`src/rtl/boot_load_ctrl.sv`:
```
// Boot image loader: header / base address / N data words, buffered handshaked memory writes.
// Optional trailing additive checksum word enabled by defining BOOT_LOAD_CSUM_EN.
module boot_load_ctrl #(
   parameter int unsigned DATA_WIDTH     = 32,
   parameter int unsigned ADDR_WIDTH     = 32,
   parameter logic [15:0] MAGIC          = 16'hB007,
   parameter int unsigned TIMEOUT_CYCLES = 1000000
) (
   input  logic                  clk,
   input  logic                  rst,
   input  logic                  start,
   input  logic [DATA_WIDTH-1:0] pkt_data,
   input  logic                  pkt_valid,
   output logic [ADDR_WIDTH-1:0] mem_addr,
   output logic [DATA_WIDTH-1:0] mem_wdata,
   output logic                  mem_we,
   input  logic                  mem_ready,
   output logic                  cpu_rst_hold,
   output logic                  load_busy,
   output logic                  load_done,
   output logic                  load_error,
   output logic [2:0]            err_code
);

   localparam logic [2:0] S_IDLE     = 3'd0;
   localparam logic [2:0] S_HDR_ADDR = 3'd1;
   localparam logic [2:0] S_DATA     = 3'd2;
`ifdef BOOT_LOAD_CSUM_EN
   localparam logic [2:0] S_CSUM     = 3'd3;
   localparam logic [2:0] E_CSUM     = 3'd5;
`endif
   localparam logic [2:0] S_DONE     = 3'd4;
   localparam logic [2:0] S_ERROR    = 3'd5;

   localparam logic [2:0] E_MAGIC    = 3'd1;
   localparam logic [2:0] E_ALIGN    = 3'd2;
   localparam logic [2:0] E_OVF      = 3'd3;
   localparam logic [2:0] E_TMO      = 3'd4;

   localparam logic [31:0] TMO_LIMIT = 32'(TIMEOUT_CYCLES);

   logic [2:0]            state, state_next;
   logic [15:0]           n_words, rx_count, wr_count;
   logic [DATA_WIDTH-1:0] fifo_mem [2];
   logic                  rd_ptr, wr_ptr;
   logic [1:0]            fifo_cnt, cnt_after_pop, cnt_next;
   logic [31:0]           tmo_cnt;
   logic                  pop, push, rx_all, drained, tmo_run, tmo_hit, err_fire;
   logic [2:0]            err_val;
`ifdef BOOT_LOAD_CSUM_EN
   logic [31:0]           csum_sum;
   logic                  csum_rcvd;
`endif

   always_comb begin
      pop           = mem_we && mem_ready;
      rx_all        = (rx_count == n_words);
      push          = pkt_valid && (state == S_DATA) && !rx_all;
      cnt_after_pop = fifo_cnt - {1'b0, pop};
      cnt_next      = cnt_after_pop + {1'b0, push};
      drained       = (wr_count == n_words) && (fifo_cnt == 2'd0);
      tmo_run       = (state == S_HDR_ADDR) || ((state == S_DATA) && !rx_all);
`ifdef BOOT_LOAD_CSUM_EN
      if ((state == S_CSUM) && !csum_rcvd) tmo_run = 1'b1;
`endif
      tmo_hit    = tmo_run && !pkt_valid && ((tmo_cnt + 32'd1) == TMO_LIMIT);
      state_next = state;
      err_fire   = 1'b0;
      err_val    = 3'd0;
      case (state)
         S_IDLE: begin
            if (pkt_valid) begin
               if (pkt_data[31:16] != MAGIC) begin
                  err_fire = 1'b1;
                  err_val  = E_MAGIC;
               end else begin
                  state_next = S_HDR_ADDR;
               end
            end
         end
         S_HDR_ADDR: begin
            if (pkt_valid) begin
               if (pkt_data[1:0] != 2'b00) begin
                  err_fire = 1'b1;
                  err_val  = E_ALIGN;
               end else if (n_words == 16'd0) begin
`ifdef BOOT_LOAD_CSUM_EN
                  state_next = S_CSUM;
`else
                  state_next = S_DONE;
`endif
               end else begin
                  state_next = S_DATA;
               end
            end else if (tmo_hit) begin
               err_fire = 1'b1;
               err_val  = E_TMO;
            end
         end
         S_DATA: begin
            // A pop in the same cycle frees a slot, so a push into a full buffer is still legal.
            if (push && (fifo_cnt == 2'd2) && !pop) begin
               err_fire = 1'b1;
               err_val  = E_OVF;
            end else if (tmo_hit) begin
               err_fire = 1'b1;
               err_val  = E_TMO;
            end else begin
`ifdef BOOT_LOAD_CSUM_EN
               if (push && ((rx_count + 16'd1) == n_words)) state_next = S_CSUM;
`else
               if (rx_all && drained) state_next = S_DONE;
`endif
            end
         end
`ifdef BOOT_LOAD_CSUM_EN
         S_CSUM: begin
            if (pkt_valid && !csum_rcvd) begin
               if (pkt_data != csum_sum) begin
                  err_fire = 1'b1;
                  err_val  = E_CSUM;
               end
            end else if (tmo_hit) begin
               err_fire = 1'b1;
               err_val  = E_TMO;
            end else if (csum_rcvd && drained) begin
               state_next = S_DONE;
            end
         end
`endif
         S_DONE, S_ERROR: begin
            if (start) state_next = S_IDLE;
         end
         default: state_next = S_IDLE;
      endcase
      if (err_fire) state_next = S_ERROR;
   end

   always_ff @(posedge clk) begin
      if (rst) begin
         state     <= S_IDLE;
         n_words   <= '0;
         rx_count  <= '0;
         wr_count  <= '0;
         rd_ptr    <= 1'b0;
         wr_ptr    <= 1'b0;
         fifo_cnt  <= '0;
         tmo_cnt   <= '0;
         mem_addr  <= '0;
         mem_wdata <= '0;
         mem_we    <= 1'b0;
         err_code  <= '0;
`ifdef BOOT_LOAD_CSUM_EN
         csum_sum  <= '0;
         csum_rcvd <= 1'b0;
`endif
      end else begin
         state   <= state_next;
         tmo_cnt <= (tmo_run && !pkt_valid) ? tmo_cnt + 32'd1 : '0;
         if ((state == S_IDLE) && pkt_valid) begin
            n_words  <= pkt_data[15:0];
            rx_count <= '0;
            wr_count <= '0;
`ifdef BOOT_LOAD_CSUM_EN
            csum_sum  <= '0;
            csum_rcvd <= 1'b0;
`endif
         end
         if ((state == S_HDR_ADDR) && pkt_valid) mem_addr <= ADDR_WIDTH'(pkt_data);
         if (push) begin
            fifo_mem[wr_ptr] <= pkt_data;
            wr_ptr           <= ~wr_ptr;
            rx_count         <= rx_count + 16'd1;
`ifdef BOOT_LOAD_CSUM_EN
            csum_sum <= csum_sum + pkt_data;
`endif
         end
         if (pop) begin
            rd_ptr   <= ~rd_ptr;
            wr_count <= wr_count + 16'd1;
            mem_addr <= mem_addr + ADDR_WIDTH'(4);
         end
`ifdef BOOT_LOAD_CSUM_EN
         if ((state == S_CSUM) && pkt_valid) csum_rcvd <= 1'b1;
`endif
         // Head is re-presented every cycle; an empty buffer bypasses the incoming word straight out.
         fifo_cnt <= cnt_next;
         mem_we   <= (cnt_next != 2'd0);
         if (cnt_next != 2'd0)
            mem_wdata <= (cnt_after_pop == 2'd0) ? pkt_data : fifo_mem[rd_ptr ^ pop];
         if (((state == S_DONE) || (state == S_ERROR)) && start) err_code <= '0;
         if (err_fire) begin
            err_code <= err_val;
            mem_we   <= 1'b0;
            fifo_cnt <= '0;
            rd_ptr   <= 1'b0;
            wr_ptr   <= 1'b0;
         end
      end
   end

   assign load_busy    = (state == S_HDR_ADDR) || (state == S_DATA)
`ifdef BOOT_LOAD_CSUM_EN
                       || (state == S_CSUM)
`endif
                       ;
   assign load_done    = (state == S_DONE);
   assign load_error   = (state == S_ERROR);
   assign cpu_rst_hold = (state != S_DONE);

endmodule

```
`config.mk`:
```
export PLATFORM = sky130hd
export DESIGN_NAME = boot_load_ctrl
export DESIGN_NICKNAME = d
export VERILOG_FILES = /design/src/rtl/boot_load_ctrl.sv
export SDC_FILE = /design/constraint.sdc
export NUM_CORES = 1
export LEC_CHECK = 0
export ABC_AREA = 1
export BUFFER_PORTS_ARGS = -buffer_cell sky130_fd_sc_hd__clkbuf_2
export CAP_MARGIN = 15
export CORE_AREA = 2 2 167 169
export CTS_CLUSTER_DIAMETER = 100
export CTS_CLUSTER_SIZE = 20
export DETAILED_ROUTE_END_ITERATION = 8
export DIE_AREA = 0 0 169 171
export PLACE_DENSITY = 0.66
export SYNTH_ARGS = -nofsm -noshare
export SYNTH_HDL_FRONTEND = slang
export SYNTH_SLANG_ARGS = --single-unit
```
`constraint.sdc`:
```
create_clock -name clk -period 3.45 [get_ports clk]
set_input_delay 0.5175 -clock clk [delete_from_list [all_inputs] [get_ports clk]]
set_output_delay 0.5175 -clock clk [all_outputs]
set_load 0.005 [all_outputs]
```
==> metrics, run 1 <==
total CTS buffers 15; Yosys warning count 0; CP max-delay cell nand2_4; crit path DAT 3.05 ns; layout cell share with drive strength beyond 1 0.127; fin cells ~1900; n_diodes 0; family with the most delay on the worst path simple AND/OR/NAND/NOR gates; Root Driver clkbuf_16; Fill cells 2725; number of clock sinks approximately 220; Hold Path Depth 1; area occupied by multi-input gates slightly below 5000 um2; TritonCTS clock tree done; vias in the first global route around 8900; first-pass GRT wire length 46.9 mm; Final nets approximately 1500; initial antenna violation count 0; Syn Std Cell Area between 10000 and 15000 um2; post-DP HPWL about 21 mm; register area 5020 um2; Vias per Instance approximately 5.3; row count between 60 and 70; cells after synthesis roughly 1400; Synth Flop Type dfxtp_1; Worst Path Max Fanout 64; number of synthesized flops with an enable pin 64; largest net degree at the start of global routing 68; Initial Util 0.390; total nets after synthesis ~1500; most frequent cells in the layout nand2_1, a21oi_1, dfxtp_1; Pwr Density around 510 nW/um2; Least-Margin Pin Slew roughly 1.1 ns; Sw Share 0.324; commonest non-fill, non-tap cell in the layout nand2_1; maxcap violations 0; Final Slew Violations 0; fmax 0.369 GHz; fin crit period ~2.7 ns; post-synthesis register bit count ~220; placer congestion estimate between 0.9 and 1; area grow syn2layout 12.6%; maximum vdd drop 307 uV; CORE AREA approximately 27000 um2; 1st-pass router iterations 7; sequential power share 0.497; Worst-Skew Late Latency 0.50 ns; worst r2r dst mem_wdata[15]$_SDFFE_PP0P_; placed cell count approximately 1800; Die W between 150 and 200 um; CP Class flop to flop; CP startpoint kind flop; Hold Path Sink fifo_mem[1][20]$_DFFE_PP_; Final period util 0.785; RSZ-0062 raised after global routing no; Initial DRC Count ~890; DR vias 9819; internal reg-to-reg setup slack ~0.74 ns; CTS max path bufs 3; Clk pwr share 0.283; internal power around 4.2 mW; status completed; Crit. End Element flop; NetSw around 2.0 mW; clock skew ~0.033 ns; worst path bufs/invs 1; I/O Pins between 100 and 150; gr ovfl total 0; CP Cell Sequence inv_1 > nand2_1 > nand2_1 > nor2_1 > nand2_1 > nor2_1 > nand2_1 > nand2_1 > nor2_1 > ha_1 > xnor2_1 > nand2_4 > o21ai_0 > a21oi_1; Hold Crit Class input port to flop; HP Start pkt_data[20]; worst reg2reg startpoint rx_count[10]$_SDFFE_PP0P_; die area slightly below 30000 um2; relative slew slack 0.276; Comb power frac 0.220; reg2reg path depth 14; H-tree depth 1; GRT Overall Usage 0.200; cell mode on critical path nand2_1; Clk pin slew, worst setup/hold paths about 0.090 ns; P_leak 4.46 nW; register area share after synthesis 0.472; Routed WL 29.3 mm; Post-synth ARST share 0; WP data required between 3 and 4 ns; synthesized area per cell ~7.5 um2; TNS Setup 0 ns; die height 171 um; Distinct cells, synth 46; PortBufs around 110; final setup fails 0; ANT nets after route 0; Crit path largest cell delay between 0.4 and 0.5 ns; Final Hold Fails 0; Routed WL per cell 15.8 um; Post-CTS Hold Buffers 0; Post-route DRC 0
what timing repair did:
action                                  in CTS  in global routing
buffers inserted                             0                  0
endpoints found under the setup margin       0                  2
resized for setup                            0                  1
layout make-up:
type	instances	area share
Clock buffer	22	0.0335
Clock inverter	3	0.00271
Inverter	132	0.0413
Multi-Input combinational cell	1016	0.413
Sequential cell	219	0.419
Tap cell	346	0.0361
Timing Repair Buffer	122	0.0549
kinds of logic (layout without fill, tap and decap cells):
kind of cell / count (synthesis) / in the layout / share of synthesized area
xor+xnor: 27 / 27 / 0.0222
simple gates: 657 / 657 / 0.267
flops: 219 / 219 / 0.472
compound gates: 326 / 326 / 0.167
buf+inv: 181 / 279 / 0.0655
fa+ha+maj: 6 / 6 / 0.00705
worst register-to-register path: stages, from the launching register on:
cell	delay, ns
dfxtp_1	0.40
inv_1	0.09
nand2_1	0.08
nand2_1	0.05
nor2_1	0.13
nand2_1	0.07
nor2_1	0.10
nand2_1	0.10
nand2_1	0.12
nor2_1	0.07
ha_1	0.20
xnor2_1	0.35
nand2_4	0.41
o21ai_0	0.33
a21oi_1	0.06
through the flow:
stage	cell area [um2]	util	hold slack [ns]	setup slack, ns	power (mW)
2_1_floorplan	10700	-	0.418	0.248	3.94
3_3_place_gp	11600	0.423	0.429	0.653	4.43
3_5_place_dp	11600	0.423	0.449	0.501	4.45
4_1_cts	12000	0.439	0.273	0.476	6.19
5_1_grt	12000	0.439	0.287	0.316	6.49
6_report	12000	0.439	0.289	0.740	6.14
how the worst max path moves through the flow:
stage / to / cells past startpoint / startpoint
after floorplan: fifo_mem[0][0]$_DFFE_PP_ / 6 / rst
after global placement: mem_wdata[21]$_SDFFE_PP0P_ / 14 / n_words[15]$_SDFFE_PP0P_
after detailed placement: mem_wdata[15]$_SDFFE_PP0P_ / 14 / n_words[15]$_SDFFE_PP0P_
after CTS: mem_wdata[15]$_SDFFE_PP0P_ / 14 / n_words[15]$_SDFFE_PP0P_
after global routing: mem_wdata[9]$_SDFFE_PP0P_ / 14 / rx_count[6]$_SDFFE_PP0P_
final: mem_wdata[15]$_SDFFE_PP0P_ / 14 / rx_count[10]$_SDFFE_PP0P_
flip-flops by register name, indices dropped and copies added, names as in the netlist:
register / count
mem_addr: 32
wr_ptr: 1
wr_count: 16
rx_count: 16
fifo_cnt: 2
err_code: 3
n_words: 16
state: 3
mem_we: 1
tmo_cnt: 32
rd_ptr: 1
mem_wdata: 32
fifo_mem: 64
Yosys cell counts (2+ instances only):
| library cell | n | share of area |
|---|---|---|
| ha_1 | 6 | 0.0070 |
| o21ai_0 | 87 | 0.041 |
| or2_2 | 7 | 0.0041 |
| nand2_2 | 6 | 0.0035 |
| o21bai_1 | 3 | 0.0021 |
| o21ai_1 | 2 | 0.00094 |
| edfxtp_1 | 64 | 0.18 |
| inv_1 | 125 | 0.044 |
| nand3_2 | 3 | 0.0028 |
| nand2_1 | 367 | 0.13 |
| xnor2_1 | 11 | 0.0090 |
| buf_2 | 6 | 0.0028 |
| nand4_1 | 28 | 0.016 |
| o31ai_1 | 2 | 0.0014 |
| xor2_1 | 16 | 0.013 |
| nor4_1 | 8 | 0.0047 |
| nor2_1 | 141 | 0.050 |
| dfxtp_1 | 155 | 0.29 |
| a21oi_1 | 175 | 0.082 |
| nand3_1 | 47 | 0.022 |
| a211oi_1 | 5 | 0.0035 |
| buf_4 | 3 | 0.0021 |
| inv_2 | 6 | 0.0021 |
| nor2_4 | 5 | 0.0053 |
| clkbuf_1 | 38 | 0.013 |
| buf_1 | 2 | 0.00071 |
| o22ai_1 | 8 | 0.0047 |
| nand3b_1 | 8 | 0.0056 |
| a31oi_1 | 13 | 0.0076 |
| nor2_2 | 15 | 0.0088 |
| a22oi_1 | 16 | 0.011 |
| and2_1 | 2 | 0.0012 |
| a221oi_1 | 9 | 0.0074 |
| nor3_1 | 15 | 0.0070 |
layer usage:
layer | GRT usage | share of wire | vias up
li1 | - | - | 4911
met1 | 0.286 | 0.47 | 4573
met2 | 0.321 | 0.45 | 297
met3 | 0.0315 | 0.069 | 38
met4 | 0.0442 | 0.020 | 0
met5 | 0 | 0 | -
power groups by stage:
stage          logic [mW]  registers (mW)  clock network [mW]
3_3_place_gp         1.33            3.10                   0
5_1_grt              1.53            3.08                1.88
2_1_floorplan       0.878            3.06                   0
6_report             1.35            3.05                1.74
4_1_cts              1.36            3.04                1.79
3_5_place_dp         1.35            3.10                   0
Power figures use the tool's default switching activity.
==> run 2: changes to the inputs <==
==> constraint.sdc (replaced) <==
create_clock -name clk -period 2.7 [get_ports clk]
set_input_delay 0.405 -clock clk [delete_from_list [all_inputs] [get_ports clk]]
set_output_delay 0.405 -clock clk [all_outputs]
set_load 0.005 [all_outputs]
==> run 2 against run 1 <==
Register-to-register slack lost 0.54 ns. Flip-flop and latch count is the same. Largest power group unchanged. Largest cell class unchanged. Combinational power is 32% higher. Die area did not move. Core utilization grew 0.16 points. Via count barely moved. Critical path type unchanged. Total power rose by 27%.
==> metrics, run 2 (synthesis results as in run 1) <==
DR vias 9826; area grow syn2layout 13.0%; gr ovfl total 0; Pwr Density 648 nW/um2; H-tree depth 1; Worst Path Max Fanout 64; Initial DRC Count roughly 840; initial antenna violation count 1; Initial Util 0.390; maximum vdd drop 330 uV; PortBufs ~110; crit path DAT roughly 2.9 ns; CP Class flop to flop; max reg flops 64; CP max-delay cell dfxtp_1; maxcap violations 0; vias in the first global route 8952; CP startpoint kind flop; die area 28900 um2; final setup margin 0.202 ns; GRT Overall Usage 0.196; fin crit period approximately 2.5 ns; Least-Margin Pin Slew just over 0.8 ns; Vias per Instance ~5.3; n_diodes 0; Top reg by flops fifo_mem; CP Cell Sequence inv_1 > nand2_1 > nand2_1 > nor2_1 > nand2_1 > nor2_1 > nand2_1 > nand2_1 > nor2_1 > ha_1 > xnor2_2 > nand2_2 > clkbuf_8 > o21ai_0 > a21oi_1; Routed WL per cell 15.6 um; Die W roughly 170 um; Placement Setup Slack 0.167 ns; P_leak roughly 4.5 nW; total CTS buffers 14; Crit. End Element flop; number of clock sinks between 200 and 250; fin area 12000 um2; ANT nets after route 0; largest net degree at the start of global routing between 60 and 70; Final Power between 7 and 8 mW; WP data required about 3 ns; commonest non-fill, non-tap cell in the layout nand2_1; placer congestion estimate approximately 0.93; 1st-pass router iterations 5; Hold Crit Class input port to flop; die height roughly 170 um; Routed WL between 20 and 30 mm; Final Slew Violations 0; WHS 0.198 ns; Util after Layout 0.441; Clk pin slew, worst setup/hold paths roughly 0.090 ns; most frequent cells in the layout nand2_1, a21oi_1, dfxtp_1; cell mode on critical path nand2_1; Post-DP Area around 12000 um2; clock skew roughly 0.016 ns; Final Hold Fails 0; TritonCTS clock tree done; post-DP HPWL 21.0 mm; Crit path largest cell delay roughly 0.4 ns; Root Driver clkbuf_16; first-pass GRT wire length roughly 46 mm; final setup fails 0; Final period util 0.925; Setup Fix Bufs, Post-CTS 0; Post-route DRC 0; layout cell share with drive strength beyond 1 0.129; Final nets around 1600; I/O Pins ~110; status completed; fmax between 0.4 and 0.5 GHz; CORE AREA about 27000 um2; Worst-Skew Late Latency 0.48 ns; row count 61; CTS max path bufs 3; relative slew slack 0.458
## run 2: per-stage QoR
step | setup TNS, ns | std cells
3_5_place_dp | 0 | 1840
2_1_floorplan | -28.70 | 1416
4_1_cts | 0 | 1863
6_report | 0 | 1863
3_3_place_gp | 0 | 1840
5_1_grt | -0.0403 | 1863
## run 2: repair_timing
action	CTS	global route
setup endpoints to repair	0	32
gates resized for setup	0	4
hold buffers	0	0
## run 2: layout make-up
| class | count | area [um2] |
|---|---|---|
| Tap cell | 346 | 433 |
| Clock buffer | 23 | 405 |
| Timing Repair Buffer | 127 | 727 |
| Fill cell | 2771 | 15300 |
| Inverter | 132 | 495 |
| Sequential cell | 219 | 5020 |
| Multi-Input combinational cell | 1016 | 4950 |
## run 2: power by group
group	total (mW)	internal, mW	switching (mW)
Combinational	1.78	0.635	1.15
Clock	2.13	1.04	1.09
Sequential	3.89	3.64	0.248
Total	7.80	5.31	2.49
## run 2: worst paths after layout
| path | startpoint | cells after the start | slack (ns) | to |
|---|---|---|---|---|
| worst max register to register | n_words[12]$_SDFFE_PP0P_ | 15 | 0.20 | mem_wdata[11]$_SDFFE_PP0P_ |
| worst max-delay path | n_words[12]$_SDFFE_PP0P_ | 15 | 0.20 | mem_wdata[11]$_SDFFE_PP0P_ |
| worst min register to register | tmo_cnt[0]$_SDFF_PP0_ | 1 | 0.45 | tmo_cnt[0]$_SDFF_PP0_ |
| worst min-delay path | pkt_data[17] | 1 | 0.20 | fifo_mem[0][17]$_DFFE_PP_ |
## run 2: routing by layer
metal  up-vias  GRT usage  share of wire
li1       4920          -              -
met1      4534      0.277           0.46
met2       324      0.319           0.45
met3        48     0.0245          0.077
met4         0     0.0479          0.019
met5         -          0              0
## run 2: critical path: cells and delay by family (launching register included)
family | cells | cell delay [ns]
adder cells (fa/ha/maj) | 1 | 0.23
XOR/XNOR | 1 | 0.22
AND/OR/NAND/NOR | 9 | 0.85
AO/OA/AOI/OAI | 2 | 0.30
flip-flops | 1 | 0.40
buffers and inverters | 2 | 0.36
